## src/rtl/led_bcd_feeder.sv

```systemverilog
// LED value feeder: hex pass-through or sequential double-dabble BCD conversion,
// with a one-deep pending buffer. Optional macro: LED_OVF_HEX_FALLBACK_EN.
module led_bcd_feeder #(
  parameter int CONV_BITS = 14,
  parameter int DEC_MAX   = 9999
) (
  input  logic        clk,
  input  logic        rst,
  input  logic        wr_en,
  input  logic [15:0] wr_data,
  input  logic        dec_mode,
  output logic        busy,
  output logic        ovf,
  output logic [3:0]  l0,
  output logic [3:0]  l1,
  output logic [3:0]  l2,
  output logic [3:0]  l3,
  output logic        led_ctrl
);

  localparam int              SW        = 16 + CONV_BITS;
  localparam int              CW        = $clog2(CONV_BITS + 1);
  localparam logic [15:0]     DEC_MAX_W = 16'(DEC_MAX);
  localparam logic [CW-1:0]   LAST_CNT  = CW'(CONV_BITS);

  typedef enum logic {S_IDLE, S_CONV} state_t;

  state_t        state_q, state_d;
  logic [SW-1:0] sh_q, sh_d, sh_adj;
  logic [CW-1:0] cnt_q, cnt_d;
  logic [15:0]   digits_q, digits_d;
  logic          ovf_q, ovf_d;
  logic          conv_ovf_q, conv_ovf_d;
  logic          led_ctrl_q, led_ctrl_d;
  logic          busy_q, busy_d;
  logic          pend_v_q, pend_v_d;
  logic          pend_dec_q, pend_dec_d;
  logic [15:0]   pend_data_q, pend_data_d;

  logic          req_v, req_dec, req_big, req_hex;
  logic [15:0]   req_data, req_sat;

  // A fresh write always takes precedence over the pending entry.
  assign req_v    = wr_en | pend_v_q;
  assign req_dec  = wr_en ? dec_mode : pend_dec_q;
  assign req_data = wr_en ? wr_data : pend_data_q;
  assign req_big  = req_data > DEC_MAX_W;
  assign req_sat  = req_big ? DEC_MAX_W : req_data;
`ifdef LED_OVF_HEX_FALLBACK_EN
  assign req_hex  = ~req_dec | req_big;
`else
  assign req_hex  = ~req_dec;
`endif

  // Add-3 correction on each BCD nibble ahead of the shift.
  genvar gi;
  generate
    for (gi = 0; gi < 4; gi++) begin : g_adj
      localparam int LO = CONV_BITS + 4 * gi;
      assign sh_adj[LO+3:LO] = (sh_q[LO+3:LO] >= 4'd5) ? (sh_q[LO+3:LO] + 4'd3)
                                                        : sh_q[LO+3:LO];
    end
  endgenerate
  assign sh_adj[CONV_BITS-1:0] = sh_q[CONV_BITS-1:0];

  always_ff @(posedge clk or negedge rst) begin
    if (!rst) begin
      state_q     <= S_IDLE;
      sh_q        <= '0;
      cnt_q       <= '0;
      digits_q    <= '0;
      ovf_q       <= 1'b0;
      conv_ovf_q  <= 1'b0;
      led_ctrl_q  <= 1'b0;
      busy_q      <= 1'b0;
      pend_v_q    <= 1'b0;
      pend_dec_q  <= 1'b0;
      pend_data_q <= '0;
    end else begin
      state_q     <= state_d;
      sh_q        <= sh_d;
      cnt_q       <= cnt_d;
      digits_q    <= digits_d;
      ovf_q       <= ovf_d;
      conv_ovf_q  <= conv_ovf_d;
      led_ctrl_q  <= led_ctrl_d;
      busy_q      <= busy_d;
      pend_v_q    <= pend_v_d;
      pend_dec_q  <= pend_dec_d;
      pend_data_q <= pend_data_d;
    end
  end

  always_comb begin
    state_d = state_q;
    case (state_q)
      S_IDLE:  if (req_v && !req_hex) state_d = S_CONV;
      S_CONV:  if (cnt_q == LAST_CNT) state_d = S_IDLE;
      default: state_d = S_IDLE;
    endcase
  end

  always_comb begin
    sh_d        = sh_q;
    cnt_d       = cnt_q;
    digits_d    = digits_q;
    ovf_d       = ovf_q;
    conv_ovf_d  = conv_ovf_q;
    led_ctrl_d  = 1'b0;
    pend_v_d    = pend_v_q;
    pend_dec_d  = pend_dec_q;
    pend_data_d = pend_data_q;
    busy_d      = (state_d == S_CONV);
    case (state_q)
      S_IDLE: begin
        if (req_v) begin
          pend_v_d = 1'b0;
          if (req_hex) begin
            digits_d   = req_data;
            ovf_d      = req_dec & req_big;
            led_ctrl_d = 1'b1;
          end else begin
            sh_d       = SW'(req_sat);
            cnt_d      = '0;
            conv_ovf_d = req_big;
          end
        end
      end
      S_CONV: begin
        if (wr_en) begin
          pend_v_d    = 1'b1;
          pend_dec_d  = dec_mode;
          pend_data_d = wr_data;
        end
        if (cnt_q == LAST_CNT) begin
          digits_d   = sh_q[SW-1:CONV_BITS];
          ovf_d      = conv_ovf_q;
          led_ctrl_d = 1'b1;
        end else begin
          sh_d  = sh_adj << 1;
          cnt_d = cnt_q + 1'b1;
        end
      end
      default: ;
    endcase
  end

  assign busy     = busy_q;
  assign ovf      = ovf_q;
  assign led_ctrl = led_ctrl_q;
  assign l0       = digits_q[3:0];
  assign l1       = digits_q[7:4];
  assign l2       = digits_q[11:8];
  assign l3       = digits_q[15:12];

endmodule

```

## config.mk

```make
export PLATFORM = sky130hd
export DESIGN_NAME = led_bcd_feeder
export DESIGN_NICKNAME = d
export VERILOG_FILES = /design/src/rtl/led_bcd_feeder.sv
export SDC_FILE = /design/constraint.sdc
export NUM_CORES = 1
export LEC_CHECK = 0
export CAP_MARGIN = 15
export CORE_ASPECT_RATIO = 2
export CORE_MARGIN = 5
export CORE_UTILIZATION = 35
export DETAILED_ROUTE_END_ITERATION = 7
export DONT_BUFFER_PORTS = 1
export GPL_ROUTABILITY_DRIVEN = 0
export PLACE_DENSITY = 0.6
export SYNTH_ARGS = -nofsm -noshare
export SYNTH_HDL_FRONTEND = slang
export SYNTH_SLANG_ARGS = --single-unit
export TNS_END_PERCENT = 50
```

## constraint.sdc

```tcl
create_clock -name clk -period 2.8 [get_ports clk]
set_input_delay 0.14 -clock clk [delete_from_list [all_inputs] [get_ports clk]]
set_output_delay 0.14 -clock clk [all_outputs]
set_load 0.005 [all_outputs]
```

* Word-level counts from Yosys, hierarchy flattened
Index checks and enable logic that the tools add are counted.
** Storage, ports and cells
- Input bits :: 20
- Register bits :: 72
- Output and inout bits :: 19
- Logic and storage cells :: 68
** Operators by class
- Bitwise logic cells :: 3
- $add $sub $neg :: 5
- Magnitude comparators :: 5
- Reduce and logical (&&, ||, !) cells :: 5
- Mux-type cells :: 33
- Eq/ne operators :: 7
** Operators with widths (number)
- $mux W30 :: 3
- $mux W16 :: 5
- $pmux W30 S2 :: 1
- $pmux W16 S2 :: 1
- $mux W4 :: 6
- $ge A4 B3 Y1 const B :: 4
- $gt A16 B14 Y1 const B :: 1
- $add A4 B2 Y4 const B :: 3
- $mux W1 :: 11
- $ne A2 B2 Y1 const B :: 5
- $reduce_and A3 Y1 :: 3
- $pmux W1 S2 :: 4
- $pmux W4 S2 :: 1
- $add A4 B1 Y4 const B :: 1
- $eq A4 B4 Y1 const B :: 1
- $add A3 B2 Y3 const B :: 1
- $mux W3 :: 1
- $ne A2 B1 Y1 const B :: 1
- $reduce_and A2 Y1 :: 1
- $and A1 B1 Y1 :: 1
- $logic_and A1 B1 Y1 :: 1
- $not A1 Y1 :: 1
- $or A1 B1 Y1 :: 1

* Logic depth before layout (Yosys ltp)
Gate-level depths: netlist of the first run.
- Word-level depth :: 6
- Mapped depth :: 9
- Depth with buffers taken out :: 7

* Worst setup path after synthesis of the first run
Ideal clock, no wire load.
- Path kind :: reg2reg
- Start point :: register cnt_q[0]
- End point :: register sh_q[18]
- Arrival time :: 1.719 ns
- Slack :: 0.998 ns
- Clock period less this slack :: 1.802 ns
- Stages on the path, launching flop included :: 8
- Data required time :: 2.717 ns
- Setup time :: 0.083 ns
- Buffers on the path :: 1
- Path through :: dfrtp_1 -> inv_1 -> ha_1 -> and3_1 -> buf_2 -> o211a_4 -> or4_1 -> o21ai_0
** On the way
- Cells in the longest elaborated chain, start to end :: 3
** RTL lines
- start, declared :: RTL line 30 : logic [CW-1:0] cnt_q, cnt_d;
- start signal, assigned :: RTL line 82 : cnt_q <= cnt_d;
- $eq A4 B4 Y1 :: RTL line 135 : if (cnt_q == LAST_CNT) begin
- $ne A2 B2 Y1 (no source line)
- $reduce_and A3 Y1 (no source line)
- end signal, assigned :: RTL line 69 : sh_q <= '0;
- end signal, assigned :: RTL line 81 : sh_q <= sh_d;
- end, declared :: RTL line 29 : logic [SW-1:0] sh_q, sh_d, sh_adj;
Every way passes these cells.
A chain may end at the register's enable or synchronous reset.

==> out/results.env, run 1 <==
SYNTH_ADDER_AREA_SHARE=0.0353
RESULT_OF_THE_RUN='complete, no violations'
SYNTHESIS.YOSYS.WARNINGS=0
POWER.IR.VDD_WORST_V=0.000510
MAX_STAGE_DELAY_PS=540
SYNTH-EDFF-COUNT=0
CTS.HOLD.BUFFERS_ADDED=9
MAXSLEWVIOLCOUNT=0
TIGHTEST_SLEW_PS=576
HOLD_PATH.CLASS='primary input to register'
MAPPEDNETLISTNETS=360
ANTENNA_LEFT=0
CTS_TREE='yes'
CTS_BUFFERS=9
DESIGN.CORE.AREA_SQ_MM=0.0100
DPL-INSTANCE-AREA_SQ_MM=0.00364
WORST_PATH_MAX_DELAY_CELL='sky130_fd_sc_hd__dfrtp_2'
CP-START-KIND='register'
SYNTH-ASYNC-RESET-RATIO=1.00
TIMING.SETUP.TNS_PS=0
DPL.HPWL_UM=6070
DIEWIDTH_UM=81.1
CLOCK-SKEW-FINAL_PS=4.38
CLKLATENCYLATEPIN_PS=330
FLOW.AREA_GROWTH_FROM_SYNTHESIS_PCT=13.8
FILLER_CELL_COUNT=1024
PORT-BUFFER-COUNT=0
MUXSHAREOFSYNTHAREA=0.119
DESIGN.DIE.AREA_SQ_MM=0.0124
SEQ_AREA_FRAC_SYNTH=0.509
POWER.DENSITY_mW_PER_MM2=1230
GRT_PASS1_WL_UM=14100
CAP_VIOLATIONS=0
FINALSETUPVIOLCOUNT=0
ARRIVAL_PS=2320
YOSYS.AREA_SHARE.XOR_XNOR=0.0223
POST_SYNTHESIS_CELL_COUNT=330
TIMING.CRITICAL_PATH.TO_TYPE='register'
PATH_BUF_INV=1
MAXCLOCKFREQUENCY_MHz=486
TOTAL_INSERTED_ANTENNA_CELLS=0
SYNTHESIZED_CELL_AREA_SQ_MM=0.00354
DETAIL_ROUTE.DRC_VIOLATIONS=0
WL_UM=8190
TOP_LEVEL_PORTS=39
GRT_ANTENNA_BEFORE_REPAIR=0
GRTUSAGETOTAL=0.150
CTS.PATH.MAX_BUFFERS=2
GLOBALROUTEOVERFLOWTOTAL=0
NUMCLOCKSINKS=72
POST-CTS-SETUP-BUFFER-COUNT=0
SYNTH_COMPOUND_GATE_AREA_SHARE=0.171
SYN_AREA_PER_CELL_SQ_UM=10.7
ITERATION_0_DRC_MARKERS=155
CLK_TRANSITION_REPORTED_PATHS_PS=50
POSTSYNTHREGISTERBITS=72
RSZ0062_AT_GRT='no'
FINALHOLDVIOLATIONS=0
CTS_HTREE_LEVELS=3
SYNTH_FF_TYPE='sky130_fd_sc_hd__dfrtp_1'
CLOCK-ROOT-BUFFER='sky130_fd_sc_hd__clkbuf_16'
VIA_PER_INST=5.24
WL_CELL_UM=17.2
LAYOUT_WORST_PATH_CYCLE_SHARE=0.735
GRT_PASS1_VIAS=2739
POSTLAYOUTCELLAREA_SQ_MM=0.00403
NUM_VIAS=2490
POST_CTS.RESIZED_INSTANCES=0
CRITICAL-PATH-TOP-DELAY-FAMILY='compound AO/OA/AOI/OAI gates'
GRT_START_MAX_NET_PINS=73
CP.REQUIRED_PS=3070
ROWS=52
FINALCRITICALPERIOD_PS=2060
DIE_H_UM=152
CRITICAL_PATH_PEAK_FANOUT=45
P_LEAK_nW=1.75
NUMBER_OF_ITERATIONS_IN_THE_FIRST_DETAILED_ROUTING_PASS=4
SYNTH_TOP_FAMILY_BY_AREA='compound AO/OA/AOI/OAI gates'
INITIAL_UTILIZATION=0.353
MAX_SLEW_MARGIN=0.615
FINALNETCOUNT=365
TIMING_WORST_SETUP_PATH_TYPE='register to register'
SYNTH_SIMPLE_GATE_AREA_FRAC=0.103
POST_ROUTE_CELLS_DRIVE_ABOVE_1_SHARE=0.144
SYNTH_CELL_TYPES=49
CRIT_CHAIN='buf_4, nand2_1, o31ai_1, a32o_1'
-- where the power goes --
part           total [W]  switching (W)  internal [W]  leakage [nW]
combinational    0.00192        0.00106      0.000859         0.735
sequential       0.00195       0.000407       0.00155         0.874
clock            0.00108       0.000408      0.000667         0.145
total            0.00495        0.00187       0.00307          1.75
-- layout make-up --
class | instances | area [sq um] | area share
inverters | 14 | 52.6 | 0.0130
multi-input cells | 227 | 1600 | 0.396
flip-flops and latches | 72 | 1800 | 0.448
clock buffers | 13 | 270 | 0.0671
well taps | 135 | 169 | 0.0419
clock inverters | 3 | 15.0 | 0.00373
repair buffers | 11 | 123 | 0.0304
-- worst register-to-register path: stages, from the launching register on --
cell                      delay, ps
sky130_fd_sc_hd__dfrtp_2        540
sky130_fd_sc_hd__buf_4          430
sky130_fd_sc_hd__nand2_1        470
sky130_fd_sc_hd__o31ai_1        380
sky130_fd_sc_hd__a32o_1         180
-- worst paths after layout --
check	to	startpoint	cells past startpoint	slack [ps]
max in group asynchronous	sh_q[8]$_DFFE_PN0P_	rst	2	2150
worst min register to register	pend_data_q[1]$_DFFE_PN0P_	pend_data_q[1]$_DFFE_PN0P_	1	490
worst max-delay path	sh_q[25]$_DFFE_PN0P_	busy$_DFF_PN0_	4	740
worst max register to register	sh_q[25]$_DFFE_PN0P_	busy$_DFF_PN0_	4	740
min in group asynchronous	pend_data_q[2]$_DFFE_PN0P_	rst	2	360
worst min-delay path	pend_dec_q$_DFFE_PN0P_	dec_mode	2	20
-- cell usage in the layout, fill, tap and decap left out, drive strengths merged, types with 3 or more instances in the layout --
cell          n
a21oi        22
dlygate4sd3   8
clkbuf       13
dfrtp        72
inv          14
nand2        26
o32ai         3
mux2         24
or3           4
ha           10
nor2         17
mux2i        15
nand3         7
a211oi        3
o31ai         7
nor2b         3
a32o          3
clkinv        3
o22ai         7
nand2b        5
o21ai        30
a22oi         6
buf           3
xnor2         7
a31oi         4
-- flip-flops by register name, summed over array words and instances, names as in the netlist --
register and cells:
busy 1, cnt_q 4, conv_ovf_q 1, digits_q 16
led_ctrl 1, ovf 1, pend_data_q 16, pend_dec_q 1
pend_v_q 1, sh_q 30
-- cell usage after synthesis (all sizes together) (5+ instances only) --
cell | instances | area (sq um)
nand3 | 7 | 35.0
a22oi | 6 | 45.0
o31ai | 7 | 52.6
buf | 11 | 67.6
xnor2 | 7 | 61.3
ha | 10 | 125
nand2b | 5 | 31.3
clkbuf | 6 | 22.5
nor2 | 17 | 73.8
dfrtp | 72 | 1800
nand2 | 26 | 97.6
inv | 14 | 52.6
mux2i | 15 | 150
o21ai | 30 | 150
a21oi | 22 | 110
o22ai | 7 | 43.8
mux2 | 24 | 270
-- per-stage QoR --
step                worst slack (ps)  utilization  hold slack (ps)  instances  power [W]
floorplan                        998            -             -156        330    0.00339
global placement                 801        0.363             -154        450    0.00380
detailed placement               745        0.363             -154        450    0.00388
CTS                              732        0.402             12.1        475    0.00501
global route                     523        0.402             30.5        475    0.00536
finish                           743        0.402             18.9        475    0.00495
-- cell families (layout without fill, tap and decap cells) --
family / Yosys count / in the layout
adders and majority gates: 10 / 10
buffers and inverters: 31 / 41
DFF: 72 / 72
xor gates and xnor gates: 9 / 9
and+or+nand+nor: 74 / 74
muxes: 39 / 39
AOI/OAI and AO/OA: 95 / 95
-- routing by layer --
metal  GRT usage  up-vias  part of all wire
li1            -     1211                 -
met1       0.165     1215              0.37
met2       0.256       47              0.56
met3      0.0361       17             0.038
met4      0.0814        0             0.035
met5           0        -                 0
No activity file was read; power rests on OpenSTA's default activity.
==> run 2: changes to the inputs <==
--- a/config.mk
+++ b/config.mk
@@ -12,7 +12,7 @@
 export DETAILED_ROUTE_END_ITERATION = 7
 export DONT_BUFFER_PORTS = 1
 export GPL_ROUTABILITY_DRIVEN = 0
-export PLACE_DENSITY = 0.6
+export PLACE_DENSITY = 0.62
 export SYNTH_ARGS = -nofsm -noshare
 export SYNTH_HDL_FRONTEND = slang
 export SYNTH_SLANG_ARGS = --single-unit
==> constraint.sdc (replaced) <==
create_clock -name clk -period 1.7 [get_ports clk]
set_input_delay 0.085 -clock clk [delete_from_list [all_inputs] [get_ports clk]]
set_output_delay 0.085 -clock clk [all_outputs]
set_load 0.005 [all_outputs]
==> out/results.env, run 2 (synthesized netlist as in run 1, its figures left out) <==
RESULT_OF_THE_RUN='complete, but fails checks'
FAILING_CHECKS='negative hold slack'
GRT_START_MAX_NET_PINS=73  # unchanged
FINALHOLDVIOLATIONS=72  # +72
CLOCK-ROOT-BUFFER='sky130_fd_sc_hd__clkbuf_16'
CTS_BUFFERS=9  # unchanged
FINISH.UTILIZATION=0.436  # +0.0342
POWER_REPORT.INTERNAL_TOTAL_W=0.00601  # +96%
TIGHTEST_SLEW_PS=446  # -130 ps
MAX_SLEW_MARGIN=0.701  # +0.0861
MAXCLOCKFREQUENCY_MHz=605  # +24%
POWER.DENSITY_mW_PER_MM2=2140  # +74%
DETAIL_ROUTE.DRC_VIOLATIONS=0  # unchanged
VIA_PER_INST=5.37  # +2.4%
POST_ROUTE_CELLS_DRIVE_ABOVE_1_SHARE=0.223  # +0.0784
SHARE_COMB_OF_TOTAL_POWER=0.424  # +0.036
PORT-BUFFER-COUNT=0  # unchanged
CP.REQUIRED_PS=1920  # -1150 ps
CRITICAL_PATH_PEAK_FANOUT=13  # -71%
TIMING_WORST_SETUP_PATH_TYPE='register to register'
LARGEST_REGISTER_FFS=30  # unchanged
NUM_VIAS=2679  # +7.6%
POWER.TOTAL_W=0.00936  # +89%
LAYOUT_WORST_PATH_CYCLE_SHARE=0.973  # +0.238
TIMING.CRITICAL_PATH.TO_TYPE='register'
DESIGN.DIE.AREA_SQ_MM=0.0124  # unchanged
TOTAL_INSERTED_ANTENNA_CELLS=0  # unchanged
CTS_TREE='yes'
PLACED_CELLS_INCL_TAPS=473  # +5.1%
WL_UM=9030  # +10%
HOLD_PATH.CLASS='primary input to async pin'
CLOCK-SKEW-FINAL_PS=8.15  # +3.77 ps
GRT_ANTENNA_BEFORE_REPAIR=0  # unchanged
FILLER_CELL_COUNT=982  # -4.1%
WL_CELL_UM=18.1  # +4.9%
POWER.IR.VDD_WORST_V=0.00111  # +120%
DIE_H_UM=152  # unchanged
FINALCRITICALPERIOD_PS=1650  # -403 ps
CAP_VIOLATIONS=0  # unchanged
CLKLATENCYLATEPIN_PS=340  # about the same
FINALSETUPVIOLCOUNT=0  # unchanged
FINAL_CELL_MIX='sky130_fd_sc_hd__dfrtp_1 (71), sky130_fd_sc_hd__o21ai_0 (29), sky130_fd_sc_hd__nand2_1 (26), sky130_fd_sc_hd__buf_4 (23), sky130_fd_sc_hd__a21oi_1 (20)'
NETSWITCHINGFRACTION=0.358  # -0.0211
RSZ0062_AT_GRT='yes'
FIN_WORST_HOLD_SLACK_PS=-566  # -585 ps
CTS_HTREE_LEVELS=3  # unchanged
ARRIVAL_PS=1870  # -450 ps
INITIAL_UTILIZATION=0.353  # unchanged
NUMCLOCKSINKS=72  # unchanged
P_LEAK_nW=1.94  # +10%
GRT_PASS1_VIAS=2823  # +3.1%
MAX_FLOP_REGISTER='sh_q'
FINALNETCOUNT=389  # +6.6%
ANTENNA_LEFT=0  # unchanged
LAYOUT.CELLS.NON_FILLER=499  # +5.1%
PWR-SHARE-CLK=0.234  # +0.017
MOSTFREQUENTLAYOUTCELL='sky130_fd_sc_hd__dfrtp_1'
CTS.HOLD.BUFFERS_ADDED=8  # -1
ROWS=52  # unchanged
SHARE_SEQ_OF_TOTAL_POWER=0.342  # -0.053
NUMBER_OF_ITERATIONS_IN_THE_FIRST_DETAILED_ROUTING_PASS=4  # unchanged
DESIGN.CORE.AREA_SQ_MM=0.0100  # unchanged
GLOBALROUTEOVERFLOWTOTAL=0  # unchanged
ITERATION_0_DRC_MARKERS=120  # -23%
MAXSLEWVIOLCOUNT=0  # unchanged
FLOW.AREA_GROWTH_FROM_SYNTHESIS_PCT=23.5
TOP_LEVEL_PORTS=39  # unchanged
DIEWIDTH_UM=81.1  # unchanged
CTS.PATH.MAX_BUFFERS=2  # unchanged
CP-START-KIND='register'
GRT_PASS1_WL_UM=14700  # +4.4%
GRTUSAGETOTAL=0.157  # +0.00722
CLK_TRANSITION_REPORTED_PATHS_PS=60  # about the same
DPL.HPWL_UM=6550  # +7.8%
LARGEST_REGISTERS='sh_q: 30 flops, digits_q: 16 flops, pend_data_q: 16 flops'
NET-SWITCHING-POWER_W=0.00335  # +79%
==> run 2: cell types whose count changed in the layout (fill, tap and decap cells not counted), sizes merged <==
cell    before  now
buf          3   27
clkinv       3    2
bufinv       0    3
clkbuf      13   11
==> run 2: worst paths after layout <==
path	start	endpoint	slack, ps	cells after the start
setup / recovery	cnt_q[0]$_DFFE_PN0P_	digits_q[7]$_DFFE_PN0P_	50	7
hold / removal	rst	pend_data_q[0]$_DFFE_PN0P_	-570	0
setup reg to reg	cnt_q[0]$_DFFE_PN0P_	digits_q[7]$_DFFE_PN0P_	50	7
hold reg to reg	conv_ovf_q$_DFFE_PN0P_	conv_ovf_q$_DFFE_PN0P_	500	2
max in group asynchronous	rst	pend_data_q[10]$_DFFE_PN0P_	2140	0
min in group clk	wr_data[3]	sh_q[3]$_DFFE_PN0P_	20	2
==> run 2: per-layer routing <==
metal / vias up / wire length [um] / track usage
li1: 1252 / - / -
met1: 1330 / 3330 / 0.173
met2: 68 / 4870 / 0.260
met3: 29 / 301 / 0.0355
met4: 0 / 517 / 0.107
met5: - / 0 / 0
==> run 2: layout make-up <==
class                           count  area, sq um  share of cell area
Sequential cell                    72         1800               0.412
Multi-Input combinational cell    227         1680               0.385
Timing Repair Buffer               35          315              0.0721
Clock buffer                       11          243              0.0555
Tap cell                          135          169              0.0386
Clock inverter                      5          104              0.0238
Inverter                           14         55.1              0.0126
==> run 2: power groups by stage <==
| stage | sequential, W | combinational [W] | clock [W] |
|---|---|---|---|
| final | 0.00320 | 0.00397 | 0.00219 |
| after detailed placement | 0.00321 | 0.00369 | 0 |
| after floorplan | 0.00300 | 0.00260 | 0 |
| after global placement | 0.00317 | 0.00358 | 0 |
| after global routing | 0.00331 | 0.00439 | 0.00231 |
| after CTS | 0.00318 | 0.00373 | 0.00224 |
==> run 2: metrics by stage <==
step	setup slack, ps	setup TNS, ps	instance area, sq um
after floorplan	-23.7	-230	3560
after global placement	53.7	0	3850
after detailed placement	18.3	0	3850
after CTS	4.60	0	4270
after global routing	-31.9	-194	4370
final	46.2	0	4370
==> run 2: what timing repair did <==
action / 4_1_cts / 5_1_grt
endpoints found under the hold margin: 80 / 72
resized for setup: 0 / 22
endpoints found under the setup margin: 0 / 33
buffers inserted: 0 / 2
==> run 2: worst max-delay path: stages (launching register included) <==
cell,delay [ps]
sky130_fd_sc_hd__dfrtp_1,370
sky130_fd_sc_hd__inv_1,70
sky130_fd_sc_hd__ha_2,170
sky130_fd_sc_hd__and3_4,240
sky130_fd_sc_hd__nor2_4,50
sky130_fd_sc_hd__nor2_4,130
sky130_fd_sc_hd__buf_12,190
sky130_fd_sc_hd__mux2_4,310
